--- src/rtl/uart_rx_pkg.sv ---
// Shared definitions for the UART receiver: FSM states, prescale legal values,
// frame geometry and counter widths.
package uart_rx_pkg;

  localparam int unsigned PRESCALE_W = 6;
  localparam int unsigned EDGE_CNT_W = 5;
  localparam int unsigned BIT_CNT_W  = 4;

  localparam int unsigned DATA_BITS_DEF = 8;

  localparam logic [PRESCALE_W-1:0] PRESCALE_8  = 6'd8;
  localparam logic [PRESCALE_W-1:0] PRESCALE_16 = 6'd16;
  localparam logic [PRESCALE_W-1:0] PRESCALE_32 = 6'd32;

  localparam logic [BIT_CNT_W-1:0] START_IDX = 4'd0;
  localparam logic [BIT_CNT_W-1:0] PAR_IDX   = 4'd9;

  typedef enum logic [2:0] {
    ST_IDLE   = 3'd0,
    ST_START  = 3'd1,
    ST_DATA   = 3'd2,
    ST_PARITY = 3'd3,
    ST_STOP   = 3'd4
  } rx_state_t;

  // Map any unsupported oversampling ratio onto 8.
  function automatic logic [PRESCALE_W-1:0] map_prescale(input logic [PRESCALE_W-1:0] p);
    logic [PRESCALE_W-1:0] r;
    case (p)
      PRESCALE_8, PRESCALE_16, PRESCALE_32: r = p;
      default:                              r = PRESCALE_8;
    endcase
    return r;
  endfunction

endpackage

--- src/rtl/uart_rx_fsm.sv ---
// UART receiver control FSM: detects the start edge, walks one frame and
// enables the counter, sampler, checkers and deserializer bit by bit.
module uart_rx_fsm
  import uart_rx_pkg::*;
#(
  parameter int unsigned DATA_BITS = DATA_BITS_DEF
) (
  input  logic       CLK,
  input  logic       RST,
  input  logic       RX_IN,
  input  logic       PAR_EN,
  input  logic [5:0] prescale,
  input  logic [4:0] edge_cnt,
  input  logic [3:0] bit_cnt,
  input  logic       strt_glitch,
  input  logic       par_err,
  input  logic       stp_err,
  output logic       cnt_en,
  output logic       dat_samp_en,
  output logic       strt_chk_en,
  output logic       deser_en,
  output logic       par_chk_en,
  output logic       stp_chk_en,
  output logic       data_valid
);

  rx_state_t             state, state_nxt;
  logic                  par_en_q, par_en_nxt;
  logic                  data_valid_nxt;
  logic [PRESCALE_W-1:0] eff_prescale;
  logic                  last_edge;

  // Last oversampling edge of the current bit, compared in counter width.
  always_comb begin
    eff_prescale = map_prescale(prescale);
    last_edge    = (edge_cnt == EDGE_CNT_W'(eff_prescale - 6'd1));
  end

  // State, latched parity mode and the registered frame-good pulse.
  always_ff @(posedge CLK or negedge RST) begin
    if (!RST) begin
      state      <= ST_IDLE;
      par_en_q   <= 1'b0;
      data_valid <= 1'b0;
    end else begin
      state      <= state_nxt;
      par_en_q   <= par_en_nxt;
      data_valid <= data_valid_nxt;
    end
  end

  // Next-state logic; errors sampled only on the last edge of their bit.
  always_comb begin
    state_nxt      = state;
    par_en_nxt     = par_en_q;
    data_valid_nxt = 1'b0;
    case (state)
      ST_IDLE: begin
        if (!RX_IN) begin
          state_nxt  = ST_START;
          par_en_nxt = PAR_EN;
        end
      end
      ST_START: begin
        if (last_edge) state_nxt = strt_glitch ? ST_IDLE : ST_DATA;
      end
      ST_DATA: begin
        if (last_edge && (bit_cnt == BIT_CNT_W'(DATA_BITS)))
          state_nxt = par_en_q ? ST_PARITY : ST_STOP;
      end
      ST_PARITY: begin
        if (last_edge) state_nxt = par_err ? ST_IDLE : ST_STOP;
      end
      ST_STOP: begin
        if (last_edge) begin
          state_nxt      = ST_IDLE;
          data_valid_nxt = !stp_err;
        end
      end
      default: state_nxt = ST_IDLE;
    endcase
  end

  // Moore enables decoded from the state register.
  always_comb begin
    cnt_en      = 1'b0;
    dat_samp_en = 1'b0;
    strt_chk_en = 1'b0;
    deser_en    = 1'b0;
    par_chk_en  = 1'b0;
    stp_chk_en  = 1'b0;
    case (state)
      ST_START:  strt_chk_en = 1'b1;
      ST_DATA:   deser_en    = 1'b1;
      ST_PARITY: par_chk_en  = 1'b1;
      ST_STOP:   stp_chk_en  = 1'b1;
      default:   ;
    endcase
    if (state != ST_IDLE) begin
      cnt_en      = 1'b1;
      dat_samp_en = 1'b1;
    end
  end

endmodule

--- config.mk ---
export PLATFORM = sky130hd
export DESIGN_NAME = uart_rx_fsm
export DESIGN_NICKNAME = d
export VERILOG_FILES = /design/src/rtl/uart_rx_pkg.sv /design/src/rtl/uart_rx_fsm.sv
export SDC_FILE = /design/constraint.sdc
export NUM_CORES = 1
export LEC_CHECK = 0
export ABC_AREA = 0
export CORE_MARGIN = 5
export CORE_UTILIZATION = 30
export DETAILED_ROUTE_END_ITERATION = 10
export PLACE_DENSITY_LB_ADDON = 0.1
export SLEW_MARGIN = 0
export SYNTH_ARGS = -nofsm -noshare
export SYNTH_HDL_FRONTEND = slang
export SYNTH_SLANG_ARGS = --single-unit
--- constraint.sdc ---
create_clock -name CLK -period 1.7 [get_ports CLK]
set_input_delay 0.17 -clock CLK [delete_from_list [all_inputs] [get_ports CLK]]
set_output_delay 0.17 -clock CLK [all_outputs]
set_load 0.1 [all_outputs]
==> run_results.csv, run 1 <==
group,metric,value,unit
run_status,status,"finished, final reports clean",
final_layout,areaGrowthSynthToFinish,106,%
pwr,p_leak,0.000439,µW
worst_setup_path,crit_chain,"buf_4 > or3_4 > buf_12",
worst_setup_path,crit_path_start_kind,"flop",
pwr,vdd_ir_drop_max,0.00103,V
worst_setup_path,r2r_end,"par_en_q",
timing,setup_tns,0,ns
timing,setup_ws,0.0809,ns
timing,fin_crit_sh,0.952,
logic_synthesis,synthArstFlopShare,1.00,
global_routing,grt_start_max_net_pins,8,
placed_design,dpl.hpwl,1190,µm
logic_synthesis,ys_seq_area_frac,0.264,
global_routing,grt_use_total,0.115,
route,antenna_left,0,
final_layout,fillers,136,
worst_setup_path,endpoint,"dat_samp_en",
floorplan,num_io_pins,29,
worst_setup_path,reg2reg_from,"state[0]",
pwr,p_sw_frac,0.515,
floorplan,core-area,1510,µm²
pwr,p_sw,737,µW
clock_network,insertion_delay,0.25,ns
worst_setup_path,critPathRequiredTime,1.53,ns
route,drc,0,
logic_synthesis,synth.distinct_cells,32,
timing,skew,0.00366,ns
clock_network,numCtsBuffers,3,
worst_setup_path,worst_path_largest_cell_delay,0.45,ns
timing,setup_viol,0,
floorplan,rows,14,
route,finalWirelength,1420,µm
timing,rsz0062_at_grt,"false",
global_routing,grt_remaining_overflow,0,
logic_synthesis,synth_edf_count,0,
logic_synthesis,synth_area_per_cell,9.48,µm²
clock_network,cts_sinks,5,
worst_setup_path,cp.arrival,1.45,ns
global_routing,grt_pass1_wl,2280,µm
pwr,p_int,694,µW
final_layout,final_cells,107,
pwr,total_power,1430,µW
pwr,seq_power_share,0.139,
placed_design,dpl_worst_slack,-0.421,ns
final_layout,finalNetCount,115,
route,dr.pass1.iters,4,
worst_setup_path,cp-startpoint,"state[0]",
route,avgRoutedWirePerCell,13.3,µm
run,cap_violations,0,
clock_network,cts_root_buf,"clkbuf_4",
clock_network,clockBufferDepth,2,
final_layout,drive_gt1_frac,0.363,
worst_setup_path,reg2regPathDepth,4,
placed_design,dp.cells,101,
logic_synthesis,synth_seq_cells,5,
pwr,pwr-share-clk,0.099,
clock_network,clk_pin_slew,0.05,ns
global_routing,grt_pass1_vias,544,
worst_setup_path,cp.buffers_inverters,2,
timing,final_hold_viol_count,0,
floorplan,die_h,49.8,µm
logic_synthesis,ys.flop_type,"dfrtp_1",
worst_setup_path,slowest_stage,"dfrtp_1",
worst_setup_path,cp-end-kind,"output port",
global_routing,antenna_found_initial,0,
route,drtIter0Drc,3,
logic_synthesis,yosysWarnings,0,
pwr,comb_power_share,0.762,
logic_synthesis,syn_area,474,µm²
worst_setup_path,cp.depth,3,
worst_setup_path,regToRegSetupSlack,0.18,ns
worst_setup_path,cp_max_fo,7,
placed_design,gp_congestion,0.760,
timing,fmax,618,MHz
clock_network,cts_tree,"done",
placed_design,io_buffer_count,28,
final_layout,final_cell_mix,"10 x clkdlybuf4s50_1, 10 x buf_4, 6 x dlygate4sd2_1, 6 x buf_12, 5 x dfrtp_1",
route,via_per_inst,5.00,
logic_synthesis,syn_inst,50,
final_layout,antenna_cells,0,
worst_setup_path,cp_top_family,"flip-flops",
clock_network,htree_levels,1,
pwr,p_per_area,1470,nW/µm²
route,dr_total_vias,535,
timing,fin_crit,1.62,ns
worst_setup_path,path_class,"reg2out",
floorplan,initial_core_util,0.315,
floorplan,fp.dieArea,2480,µm²
timing,hold_slack,0.138,ns
worst_hold_path,min_path_type,"in2async",
clock_network,holdBufCountCts,0,
timing,finalMaxSlewViolations,0,
floorplan,die_width,49.8,µm
==> metrics by stage <==
step,utilization,instance area [µm²]
after CTS,0.635,956
after detailed placement,0.596,897
after global placement,0.596,897
after floorplan,-,494
after global routing,0.648,976
final,0.648,976
==> layout make-up <==
type	instances	area, µm²	share of cell area
clock buffer	4	26.3	0.0269
inverter	2	7.51	0.00769
multi-input combinational	43	392	0.401
timing repair buffer	37	405	0.415
tap	16	20.0	0.0205
sequential	5	125	0.128
==> cells in the mapped netlist (2+ instances only) <==
master	instances	area (µm²)
or3_1	2	12.5
nand2_1	2	7.51
xor2_1	2	17.5
nor3_1	2	10.0
o21ai_0	3	15.0
inv_1	2	7.51
nor2b_1	2	12.5
and2_1	2	12.5
xnor2_1	3	26.3
dfrtp_1	5	125
nor2_1	4	15.0
==> how the worst min path moves through the flow <==
stage / start / to
after floorplan: RST / data_valid
after global placement: RST / data_valid
after detailed placement: RST / data_valid
after CTS: RST / state[2]
after global routing: RST / state[2]
final: RST / state[2]
==> worst register-to-register path, cell delays in order (launching register included) <==
cell     delay, ns
dfrtp_1       0.46
nor2b_1       0.12
a221o_1       0.35
nor3_2        0.15
mux2_4        0.32
==> registers in the layout, summed over array words and instances, names as in the netlist <==
name	cells
state	3
par_en_q	1
data_valid	1
==> power groups by stage <==
stage	clock network, µW	registers [µW]	logic, µW
after floorplan	0	210	657
after global placement	0	196	1070
after detailed placement	0	196	1090
after CTS	144	197	1100
after global routing	158	204	1130
final	142	199	1090
==> cells by family after synthesis <==
| group | share of synthesized area |
|---|---|
| mux | 0.0449 |
| xor+xnor | 0.0924 |
| fa+ha+maj | 0.0264 |
| simple gates | 0.335 |
| flops | 0.264 |
| compound gates | 0.198 |
| other cells | 0.00791 |
| buf+inv | 0.0317 |
==> metal layers <==
layer | GRT usage | vias up | part of all wire
li1 | - | 269 | -
met1 | 0.132 | 248 | 0.39
met2 | 0.195 | 16 | 0.54
met3 | 0.0361 | 2 | 0.059
met4 | 0.0480 | 0 | 0.013
met5 | 0 | - | 0
==> timing repair <==
| item | CTS | global route |
|---|---|---|
| gates cloned | 0 | 0 |
| buffers inserted | 2 | 0 |
| setup endpoints to repair | 2 | 5 |
| pin swaps | 8 | 6 |
| resized for setup | 15 | 5 |
Power figures use the tool's default switching activity.
==> inputs of run 2 (changes only) <==
--- a/config.mk
+++ b/config.mk
@@ -5,7 +5,6 @@
 export SDC_FILE = /design/constraint.sdc
 export NUM_CORES = 1
 export LEC_CHECK = 0
-export ABC_AREA = 0
 export CORE_MARGIN = 5
 export CORE_UTILIZATION = 30
 export DETAILED_ROUTE_END_ITERATION = 10
==> results of run 2 <==
Final layout, timing and power as in run 1 (identical DEF).
